## src/rtl/counter_game_pkg.sv

```systemverilog
// Shared constants for the game-counter session controller: FSM state codes,
// counter mode codes and round result codes.
package counter_game_pkg;

    localparam int unsigned ST_W = 3;

    localparam logic [ST_W-1:0] ST_IDLE  = 3'd0;
    localparam logic [ST_W-1:0] ST_CLEAR = 3'd1;
    localparam logic [ST_W-1:0] ST_ARB   = 3'd2;
    localparam logic [ST_W-1:0] ST_LOAD  = 3'd3;
    localparam logic [ST_W-1:0] ST_RUN   = 3'd4;
    localparam logic [ST_W-1:0] ST_SCORE = 3'd5;
    localparam logic [ST_W-1:0] ST_OVER  = 3'd6;

    localparam logic [1:0] MODE_UP1 = 2'b00;
    localparam logic [1:0] MODE_UP2 = 2'b01;
    localparam logic [1:0] MODE_DN1 = 2'b10;
    localparam logic [1:0] MODE_DN2 = 2'b11;

    localparam logic [1:0] RES_NONE = 2'b00;
    localparam logic [1:0] RES_WIN  = 2'b01;
    localparam logic [1:0] RES_LOSE = 2'b10;
    localparam logic [1:0] RES_TMO  = 2'b11;

    // True for the states that make up an active session (CLEAR..SCORE).
    function automatic logic in_session(input logic [ST_W-1:0] st);
        return (st >= ST_CLEAR) && (st <= ST_SCORE);
    endfunction

endpackage

```

## src/rtl/rr_arbiter.sv

```systemverilog
// Combinational round-robin arbiter: first requester at or after ptr_i wins.
module rr_arbiter #(
    parameter int unsigned N     = 2,
    parameter int unsigned IDX_W = 1
) (
    input  logic [N-1:0]     req_i,
    input  logic [IDX_W-1:0] ptr_i,
    output logic [N-1:0]     gnt_o,
    output logic [IDX_W-1:0] idx_o,
    output logic             valid_o
);

    logic [IDX_W-1:0] cand;

    always_comb begin
        gnt_o   = '0;
        idx_o   = '0;
        valid_o = 1'b0;
        cand    = '0;
        for (int unsigned i = 0; i < N; i++) begin
            cand = IDX_W'((32'(ptr_i) + i) % N);
            if (!valid_o && req_i[cand]) begin
                valid_o     = 1'b1;
                idx_o       = cand;
                gnt_o[cand] = 1'b1;
            end
        end
    end

endmodule

```

## src/rtl/counter_game_sequencer.sv

```systemverilog
// Session controller sharing one game counter between players in round-robin
// order; loads seed/mode per round, watches the counter flags, keeps scores.
module counter_game_sequencer
    import counter_game_pkg::*;
#(
    parameter int unsigned NUM_PLAYERS = 2,
    parameter int unsigned CNT_W       = 4,
    parameter int unsigned SCORE_W     = 4,
    parameter int unsigned TIMEOUT     = 32
) (
    input  logic                             clk,
    input  logic                             rst_n,
    input  logic                             start,
    input  logic [NUM_PLAYERS-1:0]           p_req,
    input  logic [2*NUM_PLAYERS-1:0]         p_mode,
    input  logic [CNT_W*NUM_PLAYERS-1:0]     p_seed,
    output logic [NUM_PLAYERS-1:0]           p_gnt,
    output logic                             ctr_rst_n,
    output logic [1:0]                       ctr_ctrlBus,
    output logic [CNT_W-1:0]                 ctr_initValue,
    output logic                             ctr_INIT,
    input  logic                             ctr_WINNER,
    input  logic                             ctr_LOSER,
    input  logic                             ctr_GAMEOVER,
    output logic                             round_done,
    output logic [$clog2(NUM_PLAYERS)-1:0]   round_owner,
    output logic [1:0]                       round_result,
    output logic [SCORE_W*NUM_PLAYERS-1:0]   score,
    output logic                             busy,
    output logic                             session_over
);

    localparam int unsigned IDX_W = $clog2(NUM_PLAYERS);
    localparam int unsigned TMR_W = (TIMEOUT > 1) ? $clog2(TIMEOUT) : 1;
    localparam logic [SCORE_W-1:0] SCORE_MAX = '1;

    logic [ST_W-1:0]                state_q, state_d;
    logic [IDX_W-1:0]               ptr_q, ptr_d;
    logic [IDX_W-1:0]               owner_q, owner_d;
    logic [1:0]                     mode_q, mode_d;
    logic [CNT_W-1:0]               seed_q, seed_d;
    logic [TMR_W-1:0]               timer_q, timer_d;
    logic [SCORE_W*NUM_PLAYERS-1:0] score_d;
    logic [IDX_W-1:0]               round_owner_d;
    logic [1:0]                     round_result_d;
    logic [SCORE_W-1:0]             cur_score;
    logic                           end_round;

    logic [NUM_PLAYERS-1:0]         p_gnt_d;
    logic                           ctr_rst_n_d;
    logic [1:0]                     ctr_ctrlBus_d;
    logic [CNT_W-1:0]               ctr_initValue_d;
    logic                           ctr_INIT_d;
    logic                           round_done_d;
    logic                           busy_d;
    logic                           session_over_d;
    logic                           load_d;

    logic [NUM_PLAYERS-1:0]         arb_gnt;
    logic [IDX_W-1:0]               arb_idx;
    logic                           arb_valid;

    rr_arbiter #(
        .N     (NUM_PLAYERS),
        .IDX_W (IDX_W)
    ) u_arb (
        .req_i   (p_req),
        .ptr_i   (ptr_q),
        .gnt_o   (arb_gnt),
        .idx_o   (arb_idx),
        .valid_o (arb_valid)
    );

    // Next-state, datapath and registered-output decode.
    always_comb begin
        state_d        = state_q;
        ptr_d          = ptr_q;
        owner_d        = owner_q;
        mode_d         = mode_q;
        seed_d         = seed_q;
        timer_d        = timer_q;
        score_d        = score;
        round_owner_d  = round_owner;
        round_result_d = round_result;
        end_round      = 1'b0;
        cur_score      = score[32'(owner_q)*SCORE_W +: SCORE_W];

        case (state_q)
            ST_IDLE, ST_OVER: begin
                if (start) begin
                    state_d = ST_CLEAR;
                    score_d = '0;
                    ptr_d   = '0;
                end
            end
            ST_CLEAR: state_d = ST_ARB;
            ST_ARB: begin
                if (arb_valid) begin
                    owner_d = arb_idx;
                    mode_d  = p_mode[32'(arb_idx)*2 +: 2];
                    seed_d  = p_seed[32'(arb_idx)*CNT_W +: CNT_W];
                    state_d = ST_LOAD;
                end
            end
            ST_LOAD: begin
                timer_d = '0;
                state_d = ST_RUN;
            end
            ST_RUN: begin
                timer_d = timer_q + TMR_W'(1);
                if (ctr_WINNER) begin
                    end_round      = 1'b1;
                    round_result_d = RES_WIN;
                    if (cur_score != SCORE_MAX) begin
                        score_d[32'(owner_q)*SCORE_W +: SCORE_W] = cur_score + SCORE_W'(1);
                    end
                end else if (ctr_LOSER) begin
                    end_round      = 1'b1;
                    round_result_d = RES_LOSE;
                end else if (timer_q == TMR_W'(TIMEOUT - 1)) begin
                    end_round      = 1'b1;
                    round_result_d = RES_TMO;
                end
                if (end_round) begin
                    state_d       = ST_SCORE;
                    round_owner_d = owner_q;
                    ptr_d         = (owner_q == IDX_W'(NUM_PLAYERS - 1)) ? '0 : owner_q + IDX_W'(1);
                end
            end
            ST_SCORE: state_d = ST_ARB;
            default:  state_d = ST_IDLE;
        endcase

        // Counter session over beats every other event and discards the round.
        if (ctr_GAMEOVER && in_session(state_q)) begin
            state_d        = ST_OVER;
            ptr_d          = ptr_q;
            score_d        = score;
            round_owner_d  = round_owner;
            round_result_d = round_result;
        end

        load_d          = (state_d == ST_LOAD);
        busy_d          = in_session(state_d);
        session_over_d  = (state_d == ST_OVER);
        ctr_rst_n_d     = in_session(state_d) && (state_d != ST_CLEAR);
        ctr_INIT_d      = load_d;
        p_gnt_d         = load_d ? arb_gnt : '0;
        ctr_initValue_d = load_d ? seed_d : '0;
        ctr_ctrlBus_d   = (load_d || (state_d == ST_RUN)) ? mode_d : '0;
        round_done_d    = (state_d == ST_SCORE);
    end

    always_ff @(posedge clk) begin
        if (!rst_n) begin
            state_q       <= ST_IDLE;
            ptr_q         <= '0;
            owner_q       <= '0;
            mode_q        <= '0;
            seed_q        <= '0;
            timer_q       <= '0;
            score         <= '0;
            round_owner   <= '0;
            round_result  <= RES_NONE;
            p_gnt         <= '0;
            ctr_rst_n     <= 1'b0;
            ctr_ctrlBus   <= '0;
            ctr_initValue <= '0;
            ctr_INIT      <= 1'b0;
            round_done    <= 1'b0;
            busy          <= 1'b0;
            session_over  <= 1'b0;
        end else begin
            state_q       <= state_d;
            ptr_q         <= ptr_d;
            owner_q       <= owner_d;
            mode_q        <= mode_d;
            seed_q        <= seed_d;
            timer_q       <= timer_d;
            score         <= score_d;
            round_owner   <= round_owner_d;
            round_result  <= round_result_d;
            p_gnt         <= p_gnt_d;
            ctr_rst_n     <= ctr_rst_n_d;
            ctr_ctrlBus   <= ctr_ctrlBus_d;
            ctr_initValue <= ctr_initValue_d;
            ctr_INIT      <= ctr_INIT_d;
            round_done    <= round_done_d;
            busy          <= busy_d;
            session_over  <= session_over_d;
        end
    end

endmodule

```

## config.mk

```make
export PLATFORM = sky130hd
export DESIGN_NAME = counter_game_sequencer
export DESIGN_NICKNAME = d
export VERILOG_FILES = /design/src/rtl/counter_game_pkg.sv /design/src/rtl/rr_arbiter.sv /design/src/rtl/counter_game_sequencer.sv
export SDC_FILE = /design/constraint.sdc
export NUM_CORES = 1
export LEC_CHECK = 0
export CORE_MARGIN = 2
export CORE_UTILIZATION = 40
export CTS_CLUSTER_SIZE = 25
export DETAILED_ROUTE_END_ITERATION = 16
export GPL_TIMING_DRIVEN = 0
export PLACE_DENSITY = 0.68
export SYNTH_ARGS = -nofsm -noshare
export SYNTH_HDL_FRONTEND = slang
export SYNTH_HIERARCHICAL = 1
export SYNTH_SLANG_ARGS = --single-unit
```

## constraint.sdc

```tcl
create_clock -name clk -period 3.57 [get_ports clk]
set_clock_uncertainty 0.05 [all_clocks]
set_input_delay 0.5355 -clock clk [delete_from_list [all_inputs] [get_ports clk]]
set_output_delay 0.5355 -clock clk [all_outputs]
set_load 0.05 [all_outputs]
```

==> After elaboration in Yosys (flattened, before gate mapping) <==
Cells that the tools add are included.
{ "word_totals": {"ff_bits": 40, "in_bits": 20, "output_inout_bits": 24, "wordCells": 116} }
{ "classes": {"addsub": 5, "n_lt_le_gt_ge": 8, "eq_ne": 17, "shift": 5, "n_mux": 40, "bitwise_logic": 2, "reduce_logical": 22} }
{ "ops": {"columns": ["op", "count"], "rows": [
  ["$neg 3->34", 1],
  ["$shift 4x34->8 const A", 1],
  ["$shiftx 4x34->8", 1],
  ["$mux 8", 3],
  ["$eq 3x3->1 const B", 6],
  ["$mux 1", 17],
  ["$pmux 8 s2", 1],
  ["$shiftx 8x4->4", 2],
  ["$pmux 3 s5", 1],
  ["$mux 2", 7],
  ["$mux 3", 4],
  ["$pmux 5 s2", 1],
  ["$eq 3x2->1 const B", 3],
  ["$bwmux 8", 1],
  ["$mux 4", 2],
  ["$ne 2x2->1 const B", 4],
  ["$logic_and 1x1->1", 7],
  ["$ge 3x1->1 const B", 2],
  ["$le 3x3->1 const B", 2],
  ["$reduce_and 2->1", 3],
  ["$reduce_and 3->1", 2],
  ["$add 5x1->5 const B", 1],
  ["$eq 5x5->1 const B", 1],
  ["$reduce_and 5->1", 1],
  ["19 further kinds", 25]
]} }

==> Logic depth before layout (Yosys ltp) <==
Gate-level depths: netlist (run 1).
{ "logic_depth": {"ltp_word": 12, "depth_mapped": 8, "mapped_depth_nobuf": 7} }

==> By module <==
The synthesis (run 1) kept the hierarchy.
{ "by_module_without_submodules": {"columns": ["mod", "instances", "cells_per_inst", "area_each_um2", "seq_area_each_um2"], "rows": [
  ["counter_game_sequencer", 1, 184, 1657.8, 720.7],
  ["rr_arbiter", 1, 5, 32.5, 0.0]
]} }

==> Worst setup path after synthesis (run 1) <==
OpenSTA, ideal clock, no wires.
{ "synth_timing": {"path_type": "register to register", "startpoint": "reg owner_q", "endpoint": "reg score[2]", "setup_ns": 0.070, "arrival_time_ns": 2.078, "setup_slack_ns": 1.371, "path_stages_with_launch": 8, "n_path_buf": 1, "path_cell_list": "dfxtp_1 clkbuf_1 mux2_2 ha_1 and3_1 or2_2 or3_1 o2bb2ai_1"} }
{ "synth_via": {"elab_chain_len": 7, "word_cells_on_any_way": 12} }
{ "synth_rtl": {"columns": ["element", "line_no", "text"], "rows": [
  ["start: declaration", "counter_game_sequencer.sv:39", "logic [IDX_W-1:0] owner_q, owner_d;"],
  ["start signal: assignment", "counter_game_sequencer.sv:176", "owner_q <= owner_d;"],
  ["$shiftx 8x4->4", "counter_game_sequencer.sv:86", "cur_score = score[32'(owner_q)*SCORE_W +: SCORE_W];"],
  ["$add 4x1->4", "counter_game_sequencer.sv:115", "score_d[32'(owner_q)*SCORE_W +: SCORE_W] = cur_score + SCORE_W'(1);"],
  ["$shiftx 4x34->8", "counter_game_sequencer.sv:115", null],
  ["$bwmux 8", "counter_game_sequencer.sv:115", null],
  ["$mux 8", "counter_game_sequencer.sv:114", "if (cur_score != SCORE_MAX) begin"],
  ["$mux 8", "counter_game_sequencer.sv:111", "if (ctr_WINNER) begin"],
  ["$pmux 8 s2", "counter_game_sequencer.sv:88", "case (state_q)"],
  ["end signal: assignment", "counter_game_sequencer.sv:180", "score <= score_d;"],
  ["end: declaration", "counter_game_sequencer.sv:28", "output logic [SCORE_W*NUM_PLAYERS-1:0] score,"]
]} }
Parallel ways exist; a longest one is shown, timed or not. The select of a mux whose other input is x is not followed.
A chain may end at the register's enable or synchronous reset.

==> Worst setup path after layout (run 1) <==
Same ends and word-level chain as after synthesis.

==> flow_summary.yaml, run 1 <==
drt:
  drt_iter0_drc: 124
  route.met2.wl_um: 1850
  first_pass_iters: 4
  routed_via_density: 5.36
  drc: 0
  met3_length_um: 165
  drt-total-wl_um: 4010
  top_layer_used: "met4"
  wl_per_cell_um: 13.9
  m1WireLength_um: 1950
  ant_nets: 0
  vias: 1545
timing:
  finalCritPeriodShare_pct: 69.2
  slew_violations: 0
  fmax_ghz: 0.405
  hold_viol: 0
  timing.hold.ws_ps: 432
  relSlewSlack_pct: 44.3
  setup_violations: 0
  worstMarginPinSlew_ps: 824
  finalCriticalPeriod_ps: 2470
  rsz0062_at_grt: "false"
  fin_tns_setup_ps: 0
yosys:
  syn_avg_cell_area_um2: 8.94
  yosysWarnings: 6
  ys.flop_type: "dfxtp_1"
  synth_cells: 189
  yosysSeqAreaShare_pct: 42.6
  ys_types: 48
  synth-edff-count: 0
  ys_ff_latch: 36
  yosys.area.top_type: "dfxtp_1"
  synth_common_cells: "36 x dfxtp_1, 22 x nand2_1, 12 x a21oi_1, 10 x nor2_1"
  synth_most_common_cell: "dfxtp_1"
  netlist.area_leader.share_pct: 42.6
  netlist_area_um2: 1690
  synthTopCellsByArea: "dfxtp_1 43%, nand2_1 4.9%, mux2i_1 4.7%, a21oi_1 3.6%, o2bb2ai_1 2.6%"
  synth_fp_nets: 212
  async_flop_share_pct: 0
critical_path:
  r2r_slack_ps: 1100
  reg2regPathDepth: 7
  crit_end: "score[2]"
  crit_arrival_ps: 2630
  crit_start: "owner_q"
  crit-reg2reg-capture: "score[2]"
  worstSetupStartpointType: "flop"
  r2r_start: "owner_q"
  cp_max_fo: 10
  crit_path_end_kind: "flop"
  worstPathRequired_ps: 3730
  crit_type: "flop to flop"
finish:
  areaGrowthSynthToFinish_pct: 33.2
  final_area_um2: 2250
  final-seq-area_um2: 721
  num_antenna_cells: 0
  drive_gt1_share_pct: 7.56
  fin_nets: 261
  stdcell_count: 288
  fillers: 390
  multiInputGateArea_um2: 897
placement:
  dp_cells: 281
  dpl_cell_area_um2: 2170
  dp_hpwl_um: 3010
  place.gp.congestion: 0.781
  port_buffers: 42
power:
  clock_power_share_pct: 25.8
  vdd_drop_max_uv: 321
  power.density_nw_per_um2: 457
  intPower_w: 0.000687
  p_comb_share_pct: 30.1
  swShare_pct: 33.1
  p_leak_nw: 0.789
  seq_power_share_pct: 44.1
  p_sw_w: 0.000341
clocking:
  cts_tree: "built"
  insertion_delay_ps: 280
  cts_sinks: 36
  ctsHoldBuffers: 0
  cts_resized: 0
  h-tree-depth: 2
  cts_max_path_buffers: 2
  cts_setup_buffers: 0
  clkSlewWorstSetupHoldPaths_ps: 70
  cts_root_buf: "clkbuf_8"
  cts_buffers: 5
hold_path:
  hold_path.class: "flop to flop"
global_route:
  antenna_found_initial: 0
  grt_max_degree: 11
  grt_pass1_vias: 1428
  grt-ovfl-total: 0
  grtUsageTotal_pct: 18.0
  grt_pass1_wl_um: 6960
die:
  core_area_um2: 4030
  initial_core_util_pct: 42.0
  dieHeight_um: 69.0
  ios: 44
  die-area_um2: 4760
  rows: 23
  dieWidth_um: 69.0
status:
  status: "finished, final reports clean"
job:
  max_cap_viol_count: 0
==> per-stage QoR <==
step	total power (W)	utilization, %	setup WS [ps]
2_1_floorplan	0.000675	-	1370
3_3_place_gp	0.000764	53.9	1120
3_5_place_dp	0.000768	53.9	1100
4_1_cts	0.00103	55.9	1120
5_1_grt	0.00109	55.9	999
6_report	0.00103	55.9	1100
==> worst min-delay path by stage <==
stage | start | to | slack [ps] | cells past startpoint
2_1_floorplan | timer_q[4] | timer_q[4] | 400 | 2
3_3_place_gp | round_owner | round_owner | 400 | 2
6_report | round_owner | round_owner | 430 | 2
3_5_place_dp | timer_q[1] | timer_q[1] | 430 | 2
4_1_cts | timer_q[1] | timer_q[1] | 440 | 2
5_1_grt | score[1] | score[1] | 460 | 1
==> layer usage <==
metal,GRT usage [%],vias to the layer above
li1,-,783
met1,25.0,720
met2,27.2,38
met3,4.09,4
met4,6.54,0
met5,0,-
==> registers in the layout, indices dropped and copies added (netlist names), 2 cells and up <==
signal and flops:
round_result 2, ctr_ctrlBus 2, p_gnt 2, timer_q 5, state_q 3, score 8
mode_q 2, ctr_initValue 4
==> worst max-delay path, stage by stage, from the launching register on <==
cell and delay, ps:
dfxtp_1 340, clkbuf_1 400, mux2_2 400, ha_1 220
and3_1 210, or2_2 280, or3_1 340, o2bb2ai_1 160
==> cells in the final DEF (no fill, tap or decap), types with 2 or more instances in the layout <==
cell type / instances
nor3_1: 8
a221oi_1: 2
clkbuf_8: 5
o21ai_0: 6
nor4_1: 4
a32o_1: 2
o221ai_1: 2
nand2_1: 22
a211oi_1: 3
a21oi_1: 12
o2bb2ai_1: 5
a22o_1: 2
a21boi_0: 4
and3_1: 4
buf_1: 2
mux2i_1: 8
nand3b_1: 3
clkbuf_1: 9
a31o_2: 2
a2111oi_0: 2
nand2b_1: 6
inv_1: 4
xnor2_1: 2
ha_1: 3
nor2b_1: 3
dfxtp_1: 36
and2_1: 2
nor2_1: 10
or2_1: 2
clkdlybuf4s50_1: 42
==> power by group through the flow <==
stage	combinational (W)	sequential (W)	clock, W
6_report	0.000309	0.000453	0.000266
5_1_grt	0.000338	0.000457	0.000294
4_1_cts	0.000306	0.000454	0.000274
3_5_place_dp	0.000305	0.000463	0
3_3_place_gp	0.000303	0.000461	0
2_1_floorplan	0.000173	0.000503	0
==> logic make-up (layout without fill, tap and decap cells) <==
group	after synthesis	count (layout)	share of synthesized area, %
buffers and inverters	17	66	4.29
flip-flops	36	36	42.6
AO/OA/AOI/OAI	47	47	20.2
AND/OR/NAND/NOR	75	75	24.2
adder cells (fa/ha/maj)	3	3	2.22
multiplexers	9	9	5.40
XOR/XNOR	2	2	1.04
==> layout make-up <==
| type | instances | share of cell area (%) |
|---|---|---|
| Buffer | 12 | 2.39 |
| Sequential cell | 36 | 32.0 |
| Timing Repair Buffer | 42 | 18.7 |
| Tap cell | 50 | 2.78 |
| Inverter | 5 | 0.834 |
| Clock buffer | 6 | 3.22 |
| Multi-Input combinational cell | 136 | 39.9 |
| Clock inverter | 1 | 0.222 |
(Power assumes the default switching activity.)
==> run 2: changes to the inputs <==
- PLACE_DENSITY: 0.68 -> 0.7
- clock period: 3.57 -> 2 ns (I/O delays scaled with it)
==> flow_summary.yaml, run 2 (synthesis gave the netlist of run 1 again) <==
drt:
  drt-total-wl_um: 4050
  ant_nets: 0
  drc: 0
  routed_via_density: 5.33
  wl_per_cell_um: 13.9
  vias: 1555
  first_pass_iters: 4
  drt_iter0_drc: 89
finish:
  final_util_pct: 60.1
  mostFrequentLayoutCell: "clkdlybuf4s50_1"
  reg_top3: "score (8), timer_q (5), ctr_initValue (4)"
  layout_common_cells: "42 x clkdlybuf4s50_1, 32 x dfxtp_1, 20 x nand2_1, 11 x a21oi_1, 10 x nor2_1"
  drive_gt1_share_pct: 18.2
  final_area_um2: 2420
  num_antenna_cells: 0
  largest-register: "score"
  areaGrowthSynthToFinish_pct: 43.2
  fin_nets: 264
  largest_reg_flops: 8
die:
  die-area_um2: 4760
  initial_core_util_pct: 42.0
  ios: 44
  dieHeight_um: 69.0
  dieWidth_um: 69.0
  rows: 23
  core_area_um2: 4030
placement:
  port_buffers: 42
  place.gp.congestion: 0.825
  dpl_cell_area_um2: 2190
  dp_hpwl_um: 3010
global_route:
  antenna_found_initial: 0
  grt_pass1_wl_um: 6870
  grt-ovfl-total: 0
  grt_max_degree: 13
  grtUsageTotal_pct: 17.3
  grt_pass1_vias: 1491
timing:
  finalCriticalPeriod_ps: 1960
  worstMarginPinSlew_ps: 685
  relSlewSlack_pct: 53.1
  slew_violations: 0
  hold_viol: 0
  fin_tns_setup_ps: 0
  rsz0062_at_grt: "true"
  fmax_ghz: 0.511
  setup_violations: 0
  finalCritPeriodShare_pct: 97.8
hold_path:
  hold_path.class: "primary input to flop"
power:
  vdd_drop_max_uv: 440
  power.density_nw_per_um2: 840
  seq_power_share_pct: 40.2
  p_leak_nw: 0.833
  clock_power_share_pct: 30.5
  p_sw_w: 0.000642
  intPower_w: 0.00139
  swShare_pct: 31.6
  p_comb_share_pct: 29.3
clocking:
  h-tree-depth: 2
  cts_buffers: 5
  cts_sinks: 36
  cts_root_buf: "clkbuf_8"
  ctsHoldBuffers: 0
  clkSlewWorstSetupHoldPaths_ps: 70
  insertion_delay_ps: 280
  cts_tree: "built"
  cts_max_path_buffers: 2
critical_path:
  crit_arrival_ps: 2120
  critPathMaxStageDelay_ps: 380
  crit_path_end_kind: "flop"
  worstSetupStartpointType: "flop"
  worstPathRequired_ps: 2160
  crit_chain: "buf_8 -> mux2_4 -> ha_4 -> and3_4 -> or2_4 -> or3_4 -> o2bb2ai_1"
  crit_type: "flop to flop"
  crit_buf_inv: 1
  critPathSlowestCell: "or3_4"
  cp_max_fo: 4
  critical-path-top-delay-family: "simple AND/OR/NAND/NOR gates"
status:
  status: "finished, final reports clean"
job:
  max_cap_viol_count: 0
==> run 2: path summary, 6_finish.rpt <==
check | start | endpoint | slack (ps) | cells past startpoint
setup / recovery | owner_q | score[1] | 40 | 7
hold / removal | rst_n | round_done | 400 | 3
setup reg to reg | owner_q | score[1] | 40 | 7
hold reg to reg | round_owner | round_owner | 410 | 2
==> run 2: timing repair <==
item                       CTS  global route
gates resized for setup      8            19
buffers inserted             2             1
setup endpoints to repair    6            11
pin swaps                    0             3
==> run 2: cell type report <==
class,instances,area (um2)
Timing Repair Buffer,45,443
Inverter,5,18.8
Clock buffer,5,68.8
Multi-Input combinational cell,136,990
Buffer,12,66.3
Tap cell,50,62.6
Clock inverter,3,42.5
Sequential cell,36,728
Fill cell,357,1610
==> run 2: through the flow <==
| step | power, W | instances | setup slack (ps) | hold slack (ps) |
|---|---|---|---|---|
| floorplan | 0.00121 | 189 | 2.72 | 354 |
| global placement | 0.00136 | 281 | -226 | 400 |
| detailed placement | 0.00137 | 281 | -271 | 406 |
| CTS | 0.00200 | 291 | -11.2 | 400 |
| global route | 0.00214 | 292 | -16.0 | 432 |
| finish | 0.00203 | 292 | 44.0 | 403 |
==> run 2: worst min-delay path: stages <==
cell and delay [ps]:
clkbuf_1 220, nand2_1 120, a21oi_1 40
==> run 2: layer usage <==
layer	routed length (um)	share of wire (%)	GRT usage, %
met1	1860	46	23.1
met2	1970	49	29.1
met3	198	4.9	3.22
met4	31	0.76	4.14
met5	0	0	0
==> run 2: power groups by stage <==
stage,sequential (W),clock (W),combinational [W]
4_1_cts,0.000811,0.000635,0.000555
6_report,0.000817,0.000619,0.000596
2_1_floorplan,0.000897,0,0.000310
3_3_place_gp,0.000824,0,0.000539
5_1_grt,0.000824,0.000673,0.000647
3_5_place_dp,0.000826,0,0.000543
